==> src/rtl/sysarr_result_deskew.sv <==
// Row-result deskew for the systolic array: realigns skewed rows
// into full vectors and buffers them in a small valid/ready FIFO.
module sysarr_result_deskew #(
  parameter int MATRIX_SIZE    = 8,
  parameter int PARTIAL_SUM_BW = 20,
  parameter int FIFO_DEPTH     = 4
) (
  input  logic                                  clk,
  input  logic                                  rst,
  input  logic                                  in_valid,
  input  logic [MATRIX_SIZE*PARTIAL_SUM_BW-1:0] RESULTS,
  output logic                                  out_valid,
  input  logic                                  out_ready,
  output logic [MATRIX_SIZE*PARTIAL_SUM_BW-1:0] OUT,
  output logic [$clog2(FIFO_DEPTH):0]           fifo_count,
  output logic                                  overflow
);

  localparam int N  = MATRIX_SIZE;
  localparam int BW = PARTIAL_SUM_BW;
  localparam int W  = N * BW;
  localparam int AW = $clog2(FIFO_DEPTH);
  localparam int CW = AW + 1;

  logic [N-2:0] vchain;
  logic         align_valid;
  logic [W-1:0] aligned;

  // valid token travels alongside the slowest row
  always_ff @(posedge clk) begin
    if (rst) begin
      vchain <= '0;
    end else begin
      vchain[0] <= in_valid;
      for (int k = 1; k < N - 1; k++)
        vchain[k] <= vchain[k-1];
    end
  end

  assign align_valid = vchain[N-2];

  for (genvar i = 0; i < N - 1; i++) begin : g_row
    localparam int D = N - 1 - i;
    logic [BW-1:0] sr [D];

    // row i is held back so it lines up with the last row
    always_ff @(posedge clk) begin
      if (rst) begin
        for (int k = 0; k < D; k++)
          sr[k] <= '0;
      end else begin
        sr[0] <= RESULTS[(N-1-i)*BW +: BW];
        for (int k = 1; k < D; k++)
          sr[k] <= sr[k-1];
      end
    end

    assign aligned[(N-1-i)*BW +: BW] = sr[D-1];
  end

  assign aligned[BW-1:0] = RESULTS[BW-1:0];

  logic [W-1:0]  mem [FIFO_DEPTH];
  logic [AW-1:0] wr_ptr;
  logic [AW-1:0] rd_ptr;
  logic          full;
  logic          pop;
  logic          push_ok;
  logic          drop;

  assign full    = fifo_count == CW'(FIFO_DEPTH);
  assign pop     = out_valid && out_ready;
  assign push_ok = align_valid && (!full || pop);
  assign drop    = align_valid && full && !pop;

  assign out_valid = fifo_count != '0;
  assign OUT       = mem[rd_ptr];

  // storage; cleared on reset so the head reads zero
  always_ff @(posedge clk) begin
    if (rst) begin
      for (int k = 0; k < FIFO_DEPTH; k++)
        mem[k] <= '0;
    end else if (push_ok) begin
      mem[wr_ptr] <= aligned;
    end
  end

  // pointers, occupancy and sticky drop flag
  always_ff @(posedge clk) begin
    if (rst) begin
      wr_ptr     <= '0;
      rd_ptr     <= '0;
      fifo_count <= '0;
      overflow   <= 1'b0;
    end else begin
      if (push_ok)
        wr_ptr <= wr_ptr + AW'(1);
      if (pop)
        rd_ptr <= rd_ptr + AW'(1);
      unique case ({push_ok, pop})
        2'b10:   fifo_count <= fifo_count + CW'(1);
        2'b01:   fifo_count <= fifo_count - CW'(1);
        default: fifo_count <= fifo_count;
      endcase
      if (drop)
        overflow <= 1'b1;
    end
  end

endmodule

==> config.mk <==
export PLATFORM = sky130hd
export DESIGN_NAME = sysarr_result_deskew
export DESIGN_NICKNAME = d
export VERILOG_FILES = /design/src/rtl/sysarr_result_deskew.sv
export SDC_FILE = /design/constraint.sdc
export NUM_CORES = 1
export LEC_CHECK = 0
export CAP_MARGIN = 20
export CORE_AREA = 2 2 276 278
export DETAILED_ROUTE_END_ITERATION = 8
export DIE_AREA = 0 0 278 280
export PLACE_DENSITY = 0.79
export SYNTH_ARGS = -nofsm -noshare
export SYNTH_HDL_FRONTEND = slang
export SYNTH_SLANG_ARGS = --single-unit
==> constraint.sdc <==
create_clock -name clk -period 11.45 [get_ports clk]
set_input_delay 1.145 -clock clk [delete_from_list [all_inputs] [get_ports clk]]
set_output_delay 1.145 -clock clk [all_outputs]
set_load 0.02 [all_outputs]
==> impl.org, run 1 <==
** Final layout
- Of the cells placed in the final design, the portion with a size suffix greater than 1 is 12.4%.
- At the end of the flow, the number of nets in the layout was ~3.3k.
- Synth-to-layout area growth :: 18.5%
- Top library cells by usage in the layout, fill and taps aside :: 640 x sky130_fd_sc_hd__and2_1, 640 x sky130_fd_sc_hd__edfxtp_1, 575 x sky130_fd_sc_hd__dfxtp_1

** Clocking
- Clock tree from TritonCTS :: yes
- Post-CTS Setup Bufs :: 0
- The clock drives ~1.2k sinks.
- Maximum root-to-sink buffer count :: 3
- CTS built an H-tree with a depth of 3.
- Later-pin clock latency in the skew report :: approximately 0.67 ns
- Post-cts resize count :: 0
- The number of hold buffers added after CTS was 0.
- TritonCTS buffer count :: around 110
- After clock tree synthesis, the clock-pin slew on the worst setup and hold paths is approximately 0.060 ns.
- In this run the clock root is driven by a sky130_fd_sc_hd__clkbuf_16.

** Placed design
- DP Worst Slack :: 6.32 ns
- Port-buffer cells :: between 300 and 400
- Routability-driven placement finished with a final weighted congestion of about 0.78.
- Dpl hpwl :: between 40 and 50 mm

** STA
- Worst-case clock skew :: ~0.018 ns
- Setup repair after global routing missed its margin :: false
- Fin Hold WS :: roughly 0.42 ns
- For this run, the top clock speed supported by timing is roughly 180 MHz.
- Worst setup slack after layout :: a little under 6 ns
- Final number of setup-violating endpoints :: 0
- For the pin with the worst max-slew slack, the measured transition is 1.19 ns.
- The number of slew-limit violations in the final report was 0.
- Final hold violation count :: 0
- The worst path uses between 40% and 50% of the clock period.
- Headroom to the max-slew limit :: roughly a fifth
- After routing, the total negative slack on setup checks comes to 0 ns.
- After layout, the minimum clock period comes to roughly 5.7 ns.

** Synth
- Counting flops and latches in the post-synthesis netlist gives 1217.
- Sequential cells were found to cover 71.3% of the synthesized design area.
- Each instance of the synthesized netlist takes up on average between 15 and 20 µm².
- After technology mapping, the gate count stands at about 2.8k.
- When the netlist entered floorplanning its net count stood at ~3k.
- Summed instance area of the synthesized netlist :: approximately 0.043 mm²
- Total number of yosys warnings :: 0
- Number of unique standard cell types used by synthesis :: 29

** Routing
- The final layout contains routed wiring with a total length of roughly 85 mm.
- Using the TritonRoute via totals, the vias-per-cell ratio works out to 5.23.
- Mean routed wirelength per cell :: 20.3 µm
- The routed layout has between 20k and 25k vias.
- Starting DRT DRC Count :: about 1.5k
- Before antenna repair, the detailed router went through 5 iterations.
- Antenna viol nets, final :: 0
- Remaining routing DRC violations :: 0

** Worst setup path
- Crit path cell chain :: buf_4 -> buf_4 -> mux4_2 -> clkdlybuf4s50_1
- For this run, the slowest stage of the critical path takes 0.90 ns.
- Depth of the most critical reg-to-reg path :: 5
- STA classifies the critical path endpoint as an output pin.
- Together, buffers and inverters on the worst path number 3.
- Data on the critical path arrives at its endpoint at 4.54 ns.
- Across all register-to-register paths, the minimum setup slack is between 7 and 8 ns.
- Crit path launch type :: flop
- Top fanout value on the critical path :: 46
- Top Family by Delay on Critical Path :: buffers and inverters
- The critical path runs through a total of 4 cells.
- Master of the slowest instance on the critical path :: sky130_fd_sc_hd__buf_4
- Crit path required time :: 10.31 ns
- Classification of the worst setup path :: flop to output pin
- The most numerous cell type found on the critical path is sky130_fd_sc_hd__buf_4.
- Critical register-to-register path endpoint :: mem[0][133]$_SDFFCE_PN0P_
- Reg-to-Reg Start :: fifo_count[0]$_SDFFE_PP0P_

** Die
- Number of top-level pins :: 329
- Core Area :: approximately 0.075 mm²
- The die is ~280 µm tall.
- Total Die Area :: a little under 0.08 mm²
- Row generation in the floorplan step produced just over 100 rows.
- In this run the horizontal extent of the chip is ~280 µm.
- Starting Density :: 57.4%

** Worst hold path
- Worst-case hold path end point :: g_row[3].sr[1][5]$_SDFF_PP0_
- Hold Path Depth :: 1
- Worst hold start :: g_row[3].sr[0][5]$_SDFF_PP0_
- In this run the worst hold path is classified as flop to flop.

** GRT
- Global routing consumed, over all layers together, around 22% of the routing resources.
- Via count of the first global-routing pass :: approximately 23k
- Entering global routing, the biggest net connects 161 pins.
- Congestion Overflow GR :: 0
- The number of antenna violations at the first check in global routing is 5.
- Global-route wire length before repair :: ~130 mm

** Power and ir drop
- Power spread over the standard cell area amounts to between 150 and 200 mW/mm².
- For this design the static power due to leakage is approximately 19 nW.
- Maximum vdd ir drop :: 0.127 mV
- Sum of internal, switching and leakage power :: about 0.0090 W

** Status
- The flow ran to the end, and the final reports show no timing, DRC or antenna violations.

** Job
- Number of violations of the max-capacitance limit :: 0
==> kinds of logic (layout without fill, tap and decap cells) <==
family / Yosys count / in the layout / synth area share [%]
xor+xnor: 4 / 4 / 0.0811
mux: 161 / 161 / 8.37
compound gates: 10 / 10 / 0.156
buf+inv: 173 / 573 / 2.13
fa+ha+maj: 2 / 2 / 0.0753
other cells: 0 / 2 / 0
flops: 1217 / 1217 / 71.3
simple gates: 1230 / 1230 / 17.9
==> metal layers <==
metal | track usage, % | vias to the layer above | wire length, µm
met1 | 28.3 | 11000 | 35200
met2 | 38.4 | 608 | 42900
met4 | 7.48 | 0 | 2310
li1 | - | 10100 | -
met3 | 3.48 | 127 | 4330
met5 | 0 | - | 0
==> registers in the layout, indices dropped and copies added, names as in the netlist, named ones only <==
signal	flops
fifo_count	3
g_row.sr	560
mem	640
overflow	1
rd_ptr	2
vchain	7
wr_ptr	2
==> layout make-up <==
| cell class | instances | area [µm²] |
|---|---|---|
| Clock buffer | 164 | 3490 |
| Clock inverter | 52 | 608 |
| Multi-Input combinational cell | 1407 | 11500 |
| Sequential cell | 1217 | 30800 |
| Antenna cell | 2 | 5.00 |
| Inverter | 4 | 15.0 |
| Timing Repair Buffer | 353 | 3520 |
| Tap cell | 978 | 1220 |
| Fill cell | 4853 | 24000 |
==> Yosys cell counts <==
cell type / number / share of area (%)
sky130_fd_sc_hd__clkbuf_1: 103 / 0.90
sky130_fd_sc_hd__or2_1: 1 / 0.014
sky130_fd_sc_hd__a21oi_1: 3 / 0.035
sky130_fd_sc_hd__nor3_4: 1 / 0.038
sky130_fd_sc_hd__nand2_1: 1 / 0.0087
sky130_fd_sc_hd__or3_1: 2 / 0.029
sky130_fd_sc_hd__edfxtp_1: 640 / 45
sky130_fd_sc_hd__nor2b_1: 568 / 8.2
sky130_fd_sc_hd__o21bai_1: 3 / 0.052
sky130_fd_sc_hd__o31a_1: 1 / 0.020
sky130_fd_sc_hd__buf_6: 31 / 0.81
sky130_fd_sc_hd__buf_1: 6 / 0.052
sky130_fd_sc_hd__and2_1: 640 / 9.3
sky130_fd_sc_hd__o311ai_0: 1 / 0.020
sky130_fd_sc_hd__xor2_1: 3 / 0.061
sky130_fd_sc_hd__nand2b_1: 4 / 0.058
sky130_fd_sc_hd__inv_1: 4 / 0.035
sky130_fd_sc_hd__mux2_2: 1 / 0.026
sky130_fd_sc_hd__nor4_4: 2 / 0.099
sky130_fd_sc_hd__nor2_1: 9 / 0.078
sky130_fd_sc_hd__o21ai_0: 1 / 0.012
sky130_fd_sc_hd__buf_2: 29 / 0.34
sky130_fd_sc_hd__xnor2_1: 1 / 0.020
sky130_fd_sc_hd__ha_1: 1 / 0.029
sky130_fd_sc_hd__nor4b_4: 2 / 0.11
sky130_fd_sc_hd__fa_1: 1 / 0.046
sky130_fd_sc_hd__dfxtp_1: 577 / 27
sky130_fd_sc_hd__mux4_2: 160 / 8.3
sky130_fd_sc_hd__a21o_1: 1 / 0.017
==> metrics by stage <==
stage          util [%]  std cells  instance area (µm²)
3_3_place_gp       62.6       3958                47000
6_report           68.0       4177                51200
5_1_grt            68.0       4177                51200
4_1_cts            68.0       4175                51200
2_1_floorplan         -       2797                43200
3_5_place_dp       62.6       3959                47100
==> where the power goes <==
group | internal [W] | switching (W)
clock network | 0.00234 | 0.00162
registers | 0.00471 | 0.0000402
logic | 0.000147 | 0.000167
==> how the worst max path moves through the flow <==
stage              start                 endpoint  slack, ns
4_1_cts             flop                 OUT[152]       5.55
3_5_place_dp        flop                 OUT[153]       6.32
6_report            flop                 OUT[152]       5.76
5_1_grt             flop                 OUT[152]       5.35
3_3_place_gp        flop                 OUT[129]       6.36
2_1_floorplan  out_ready  mem[2][0]$_SDFFCE_PN0P_       1.92
Note: power is estimated with default switching activity, not from simulation.
==> inputs of run 2 (changes only) <==
- clock period: 11.45 -> 5.8 ns (I/O delays scaled with it)
==> run 2 against run 1 <==
Against the previous run:
- wire length fell by 2.4%
- die area did not move
- register-to-register slack worse by 4.9 ns
- final area is 0.19% lower
- sequential cell count stayed put
- final cell count is essentially flat
- critical path depth down 1
- clock skew up 0.0044 ns
- via count decreased by 1.1%
- combinational power grew 98%
- clock-buffer cell count down 7
- worst setup slack worse by 3.9 ns
- largest cell class unchanged
- largest power group unchanged
==> impl.org, run 2 (synthesis results as in run 1) <==
** Worst setup path
- Crit end category :: output pin
- Of all nets on the critical path, the largest fanout is 54.
- Crit path cell chain :: buf_4 -> mux4_2 -> clkdlybuf4s50_1
- STA puts the critical path data required time at 5.22 ns.
- STA classifies the critical path startpoint as a flop.
- STA puts the critical path data arrival time at between 3 and 4 ns.
- Master of the slowest instance on the critical path :: sky130_fd_sc_hd__dfxtp_4
- The critical path is of the flop to output pin type.
- For this run, the slowest stage of the critical path takes between 0.9 and 1 ns.

** Clocking
- Hold repair after CTS inserted 0 buffers.
- Clock transition at the registers of the reported paths :: around 0.060 ns
- The number of clock buffers added by TritonCTS is 114.
- CTS HTree Levels :: 3
- In this run the clock root is driven by a sky130_fd_sc_hd__clkbuf_16.
- Maximum root-to-sink buffer count :: 3
- Number of clock sinks :: about 1.2k
- After clock tree synthesis, the repair step resized 0 gates.
- Post-CTS Setup Bufs :: 0
- Clock tree from TritonCTS :: yes
- Later-pin clock latency in the skew report :: roughly 0.66 ns

** Final layout
- Number of nets in the layout :: 3264
- Registers take approximately 0.031 mm².
- Register ranked first by flip-flop count :: mem
- Once layout is complete, the cells apart from fillers number about 4.2k.
- Registers with the most flip-flops :: mem: 640 flops, g_row.sr: 560 flops, vchain: 7 flops
- Fraction of final layout cells with drive strength greater than 1 :: 11.9%
- After filler insertion, the fill cell instance count of the layout stands at between 4k and 5k.
- In the layout the commonest cells are 640 x sky130_fd_sc_hd__and2_1, 640 x sky130_fd_sc_hd__edfxtp_1, 575 x sky130_fd_sc_hd__dfxtp_1.
- In the final layout, the multi-input gates occupy roughly 0.012 mm².
- Synth-to-layout area growth :: 18.3%
- Flip-flop count of the largest register after layout :: 640

** Power and ir drop
- For this design the ratio of total power to cell area is roughly 340 mW/mm².
- Net switching is 20.0% of the power.
- Part of the total power dissipated in sequential elements :: a little over half
- Clk network pwr share :: a little over two fifths
- Maximum vdd ir drop :: approximately 0.24 mV
- Summed over all cells, the static leakage comes to about 19 nW.
- Internal power comes to 0.0141 W.
- Part of the total power dissipated in combinational logic :: under 10%
- In this run the power spent charging and discharging nets is about 0.0035 W.

** Routing
- Via count :: 21.6k
- After detailed routing, the average wire length per cell comes to just under 20 µm.
- After detailed routing, the number of vias per cell comes to slightly above 5.
- For this block, the routed nets add up to between 80 and 90 mm of wire.
- Antenna viol nets, final :: 0
- DR pass1 iterations :: 5
- After detailed routing, the number of remaining DRC violations is 0.
- The detailed router finished its first iteration with ~1.6k violations.

** GRT
- Overall fraction of global-route tracks in use :: 21.5%
- Largest net degree at the start of global routing :: ~240
- Via count of the first global-routing pass :: approximately 23k
- Global-route wire length before repair :: 128 mm
- Number of antenna violations at the first check in global routing :: 1
- Congestion Overflow GR :: 0

** Die
- During I/O placement, the number of pins put on the boundary was roughly 330.
- The floorplan step set the die height to 280 µm.
- In this run the standard cell core region covers 0.0752 mm².
- In this run the horizontal extent of the chip is between 200 and 300 µm.
- The initial utilization of the core area, before any placement, comes to around 57%.
- Number of rows created at floorplan :: roughly 100
- The die covers around 0.078 mm².

** Status
- Status :: finished clean

** STA
- Headroom to the max-slew limit :: approximately 33%
- Post-route clock period utilization :: between 60% and 70%
- Setup repair after global routing left no endpoint under its margin.
- The routed design could run at a clock period as short as a little under 4 ns.
- Achievable Freq :: between 200 and 300 MHz
- The number of slew-limit violations in the final report is 0.
- Fin Hold WS :: approximately 0.37 ns
- The hold violation total from the final report was 0.
- Transition at the pin with the smallest max-transition slack :: 0.998 ns
- Worst-case clock skew :: approximately 0.022 ns
- Setup violations remaining at the end of the flow were counted as 0.
- Total Neg Setup Slack :: 0 ns
- In the post-route analysis, the smallest setup slack over all paths is 1.90 ns.

** Worst hold path
- The path class of the tightest hold or removal check is input pin to flop.

** Placed design
- Final weighted congestion of routability-driven global placement :: ~0.79
- The number of placed instances, taps included, is ~4.0k.
- The HPWL after detailed placement is ~45 mm.
- Before CTS, the worst setup slack after placement is around 1.8 ns.
- Port-buffer cells :: ~330

** Job
- Max-cap violations in this run came to 0.
-- run 2: changes by cell type in the layout (fill, tap and decap cells not counted), sizes merged --
cell / previous run / this run
clkinv: 25 / 33
clkbuf: 164 / 157
clkinvlp: 9 / 5
bufinv: 9 / 12
buf: 26 / 27
diode: 2 / 1
inv: 13 / 12
-- run 2: final timing paths --
check | start | cells past startpoint | slack [ns] | end
setup / recovery | flop | 3 | 1.90 | OUT[127]
hold / removal | rst | 2 | 0.37 | g_row[5].sr[0][22]$_SDFF_PP0_
setup reg to reg | fifo_count[0]$_SDFFE_PP0P_ | 8 | 2.86 | fifo_count[2]$_SDFFE_PP0P_
hold reg to reg | g_row[2].sr[0][28]$_SDFF_PP0_ | 1 | 0.42 | g_row[2].sr[0][48]$_SDFF_PP0_
-- run 2: routing by layer --
metal | track usage [%] | vias to the layer above | wire (µm)
li1 | - | 10100 | -
met1 | 26.7 | 10700 | 32800
met2 | 37.9 | 606 | 42500
met3 | 3.62 | 129 | 4570
met4 | 8.21 | 0 | 2700
met5 | 0 | - | 0
-- run 2: power groups by stage --
stage / logic [W] / clock network, W / registers, W
6_report: 0.000621 / 0.00757 / 0.00938
5_1_grt: 0.000663 / 0.00804 / 0.00940
4_1_cts: 0.000634 / 0.00769 / 0.00938
3_5_place_dp: 0.000630 / 0 / 0.00956
3_3_place_gp: 0.000623 / 0 / 0.00954
2_1_floorplan: 0.000321 / 0 / 0.00957
-- run 2: final cells by class --
cell class | count | share of cell area (%)
antenna | 1 | 0.00490
clock inverter | 58 | 1.29
sequential | 1217 | 60.3
multi-input combinational | 1407 | 22.6
inverter | 4 | 0.0294
clock buffer | 157 | 6.34
timing repair buffer | 354 | 7.10
tap | 978 | 2.40
-- run 2: critical path: cells and delay by family, from the launching register on --
family / cells / cell delay (ns)
flops: 1 / 0.93
buf+inv: 2 / 1.19
mux: 1 / 0.46
-- run 2: metrics by stage --
step / area [µm²] / util, % / total power (W)
floorplan: 43200 / - / 0.00989
global placement: 47200 / 62.7 / 0.0102
detailed placement: 47200 / 62.7 / 0.0102
CTS: 51100 / 67.9 / 0.0177
global route: 51100 / 67.9 / 0.0181
finish: 51100 / 67.9 / 0.0176
==> inputs of run 3 (changes only) <==
- clock period: 5.8 -> 3.66 ns (I/O delays scaled with it)
==> run 3 against run 2 <==
Against the previous run:
- critical path depth did not move
- clock power is 57% higher
- clock skew increased by 0.0019 ns
- global-route usage increased by 0.060 points
- combinational power grew 63%
- register-to-register slack lost 1.7 ns
- non-clock buffer count increased by 12
==> impl.org, run 3 (synthesis results as in run 1) <==
** Clocking
- Clock tree from TritonCTS :: yes
- Number of hold buffers added after cts :: 0
- Later-pin clock latency in the skew report :: roughly 0.67 ns
- CTS HTree Levels :: 3
- Counting the buffers created by CTS gives about 110.
- CTS Root Cell :: sky130_fd_sc_hd__clkbuf_16
- Clock transition at the registers of the reported paths :: around 0.060 ns
- Counting every sink on the clock net gives 1217.
- Buffers added to address setup during post-CTS repair amount to 0.
- Post-cts resize count :: 0
- Maximum root-to-sink buffer count :: 3

** GRT
- Congestion Overflow GR :: 0
- The number of antenna violations at the first check in global routing came to 2.
- Global routing used about 22% of the available tracks.
- Via count of the first global-routing pass :: around 23k
- The first global-routing pass estimated ~130 mm of wire.
- Largest net degree at the start of global routing :: 239

** STA
- In this run the tightest slew margin relative to its limit is between 20% and 30%.
- Setup violations remaining at the end of the flow were counted as 0.
- Between clock sinks in the finished design, the worst skew comes to around 0.024 ns.
- Worst setup slack after layout :: between 0.4 and 0.5 ns
- The worst path in the final design needs a cycle of roughly 3.3 ns, including I/O delays and setup.
- The hold violation total from the final report was 0.
- Max-slew violation count :: 0
- Setup repair after global routing missed its margin :: false
- Total Neg Setup Slack :: 0 ns
- Static timing analysis puts the maximum clock frequency at about 300 MHz.
- After layout, the worst path uses between 80 and 90% of the clock period.
- Transition at the pin with the smallest max-transition slack :: ~1.1 ns

** Worst setup path
- Number of buffers and inverters on the critical path :: 2
- The critical path goes through buf_4 -> mux4_2 -> clkdlybuf4s50_1.
- Crit end category :: output pin
- Max stage delay on crit path :: about 0.67 ns
- Arrival @ worst endpoint :: approximately 2.9 ns
- The slowest stage of the critical path belongs to the cell sky130_fd_sc_hd__dfxtp_4.
- In this run the worst path has a maximum fanout of 28.
- The worst setup path is launched from a flop.
- The worst setup path is of the flop to output pin kind.
- For the worst setup path, the data required time is about 3.3 ns.
- Top Family by Delay on Critical Path :: buffers and inverters

** Die
- The initialized floorplan defines around 100 standard-cell rows.
- For this design the top-level I/O count stands at 329.
- Starting Density :: a little under three fifths
- DIE HEIGHT :: about 280 µm
- Core Area :: roughly 0.075 mm²
- Total Die Area :: between 0.07 and 0.08 mm²
- The die is around 280 µm wide.

** Routing
- In the routed design, unresolved DRC markers number 0.
- In the routed layout, each cell is associated on average with a via count of 5.21.
- For this block, the via count after detailed routing is between 20k and 25k.
- The first TritonRoute pass finished after 5 iterations.
- The count of nets left with antenna violations once routing finished came out at 0.
- The final layout contains routed wiring with a total length of just over 80 mm.
- Mean routed wirelength per cell :: between 15 and 20 µm
- Starting DRT DRC Count :: about 1.5k

** Final layout
- The post-route netlist has 12.4% of its cells at a drive strength greater than 1.
- Compared with the post-synthesis result, the final layout area differs by 18.7%.
- Registers with the most flip-flops :: mem: 640 flops, g_row.sr: 560 flops, vchain: 7 flops
- In the layout the commonest cells are 640 x sky130_fd_sc_hd__and2_1, 640 x sky130_fd_sc_hd__edfxtp_1, 573 x sky130_fd_sc_hd__dfxtp_1.
- Number of nets in the layout :: 3276
- The register with the most flip-flops in the layout has 640 of them.
- Ranked by flip-flop count, first place goes to mem.

** Power and ir drop
- Summed over all nets, the switching power comes to about 0.0056 W.
- Leakage Power :: ~19 nW
- Part of the total power dissipated in combinational logic :: ~3.6%
- Clk network pwr share :: 42.9%
- For this design the ratio of total power to cell area is about 540 mW/mm².
- The worst-case IR drop observed on VDD is 0.352 mV.
- Cell-internal power :: around 0.022 W
- Net switching is between 20% and 30% of the power.
- Part of the total power dissipated in sequential elements :: about 53%

** Placed design
- Final weighted congestion of routability-driven global placement :: just under 0.8
- In this run the tool buffered the top-level ports with 328 buffer cells.
- DP Worst Slack :: ~0.75 ns
- Detailed placement ended at an HPWL of between 40 and 50 mm.

** Worst hold path
- Worst hold path type :: input pin to flop

** Job
- The tool flagged a number of max-cap violations equal to 0.

** Status
- The flow ran to the end, and the final reports show no timing, DRC or antenna violations.
run 3: cell types whose count changed in the layout (fill, tap and decap cells not counted), sizes merged:
| cell | delta |
|---|---|
| buf | +12 |
| bufinv | -5 |
| clkbuf | +11 |
| clkinv | +1 |
| clkinvlp | -4 |
run 3: path summary, 6_finish.rpt:
check / startpoint / to / slack (ns) / cells past startpoint
worst max-delay path: flop / OUT[9] / 0.41 / 3
worst min-delay path: rst / g_row[5].sr[0][5]$_SDFF_PP0_ / 0.11 / 2
worst max register to register: fifo_count[2]$_SDFFE_PP0P_ / mem[3][84]$_DFFE_PP_ / 1.15 / 5
worst min register to register: g_row[3].sr[1][5]$_SDFF_PP0_ / g_row[3].sr[2][5]$_SDFF_PP0_ / 0.42 / 1
run 3: routing by layer:
layer	vias to the layer above	global-route usage, %	wire length [µm]
li1	10200	-	-
met1	10900	26.7	32900
met2	598	37.9	42800
met3	141	3.74	4490
met4	2	8.11	2380
met5	-	0	12
run 3: through the flow:
step,area [µm²],hold slack (ns),util [%],std cells,total power [W]
final,51300,0.105,68.2,4191,0.0278
after global routing,51300,0.131,68.2,4191,0.0287
after CTS,51300,0.0884,68.2,4190,0.0281
after detailed placement,47400,0.420,63.0,3972,0.0162
after global placement,47400,0.417,63.0,3972,0.0161
after floorplan,43200,0.414,-,2797,0.0156
run 3: power groups by stage:
stage | clock network, W | registers, W | logic (W)
after global routing | 0.0127 | 0.0149 | 0.00107
after global placement | 0 | 0.0151 | 0.00101
after CTS | 0.0122 | 0.0149 | 0.00102
final | 0.0119 | 0.0149 | 0.00101
after detailed placement | 0 | 0.0151 | 0.00102
after floorplan | 0 | 0.0151 | 0.000511
run 3: final cells by class:
class / count / area (µm²)
clock inverters: 50 / 518
fillers: 4908 / 23900
diodes: 1 / 2.50
flip-flops and latches: 1217 / 30800
clock buffers: 168 / 3380
multi-input cells: 1407 / 11500
well taps: 978 / 1220
inverters: 4 / 15.0
repair buffers: 366 / 3820
==> patch (settings of run 1) <==
`MATRIX_SIZE`: 8 -> 4.
--- a/src/rtl/sysarr_result_deskew.sv
+++ b/src/rtl/sysarr_result_deskew.sv
@@ -1,7 +1,7 @@
 // Row-result deskew for the systolic array: realigns skewed rows
 // into full vectors and buffers them in a small valid/ready FIFO.
 module sysarr_result_deskew #(
-  parameter int MATRIX_SIZE    = 8,
+  parameter int MATRIX_SIZE    = 4,
   parameter int PARTIAL_SUM_BW = 20,
   parameter int FIFO_DEPTH     = 4
 ) (
Ports: changed (resized OUT and RESULTS); port bits go from 329 to 169. The function was not compared with the original's and may differ.
==> patch against run 1 <==
- power decreased by 58%
- register-to-register slack improved by 0.84 ns
- routed wire length is 50% lower
- sequential cell count down 764
- maximum frequency up 23%
- synthesized cell count is 61% lower
- non-clock buffer count fell by 168
- sequential share of layout area fell by 4.6 points
- design area down 57%
- cell count decreased by 46%
- clock power is 58% lower
- synthesized area is 59% lower
- worst setup slack improved by 1.1 ns
- critical path type unchanged
- largest power group unchanged
==> patch: results (changes against run 1) <==
metric;value;unit;change
outcome;finished, final reports clean;;
wl on met1;17780;um;-49%
sequential fraction of the synthesis area;69.84;%;-1.4 points
worst r2r dst;mem[0][64];;
Tightest Pin Transition;0.9904;ns;-0.2041 ns
Regs by FF count;mem x320, g_row.sr x120;;
FILL cells;7293;;+50%
Tot Pwr;3.797;mW;-58%
Port Buf Inserts;168;;-49%
Hold Slack;0.4353;ns;+0.01090 ns
P_seq;1.85;mW;-61%
Synth top cells by count;edfxtp_1 (320), and2_1 (250), dfxtp_1 (133);;
Final Cycle Share;40.28;%;-9.4 points
Place WS;7.186;ns;+0.8643 ns
fin nets;1343;;-59%
Distinct cells, synth;33;;+14%
Mapped Cells;1085;;-61%
worst skew pair latency;0.58;ns;-0.09 ns
number of diodes;0;;-2
EDFF count, synth;320;;-50%
Critical path destination;OUT[64];;
Hold Startpoint;g_row[0].sr[0][26];;
largest net degree at the start of global routing;82;;-49%
vias;9283;;-57%
initial antenna violation count;0;;-5
Lkg Pwr;7.801;nW;-59%
Reg2Reg Launch Point;fifo_count[2];;
Tot GR Track Use;10.83;%;-11 points
Worst Hold Path EP;g_row[0].sr[0][46];;
Finished Layout Cells;2276;;-46%
FF-to-FF path depth;6;;+1
dpl cell area;0.02037;sq mm;-57%
Comb. pwr;0.290;mW;-7.3%
GR Util met1;13.28;%;-15 points
switching pwr;0.8546;mW;-53%
worst-case vdd ir drop;0.1289;mV;+1.9%
Routed met2 length;21800;um;-49%
Pwr per Cell Area;171.8;mW/mm^2;-2.6%
==> patch: cells by family (layout without fill, tap and decap cells) <==
group | Yosys count | after routing | synth area share [%]
simple gates | 465 | 465 | 17.35
compound gates | 10 | 10 | 0.3774
fa+ha+maj | 2 | 2 | 0.1851
mux | 81 | 81 | 10.32
flops | 453 | 453 | 69.84
buf+inv | 70 | 283 | 1.730
xor+xnor | 4 | 4 | 0.1994
==> patch: cell type report <==
| cell class | instances | share of cell area, % |
|---|---|---|
| Clock buffer | 67 | 6.543 |
| Clock inverter | 26 | 1.217 |
| Inverter | 5 | 0.08490 |
| Multi-Input combinational cell | 562 | 22.75 |
| Sequential cell | 453 | 55.55 |
| Tap cell | 978 | 5.535 |
| Timing Repair Buffer | 185 | 8.320 |
==> patch: worst max-delay path, stage by stage (launching register included) <==
cell	delay, ns
dfxtp_4	0.82
buf_4	0.57
buf_12	0.29
mux4_2	0.55
clkdlybuf4s50_1	0.57
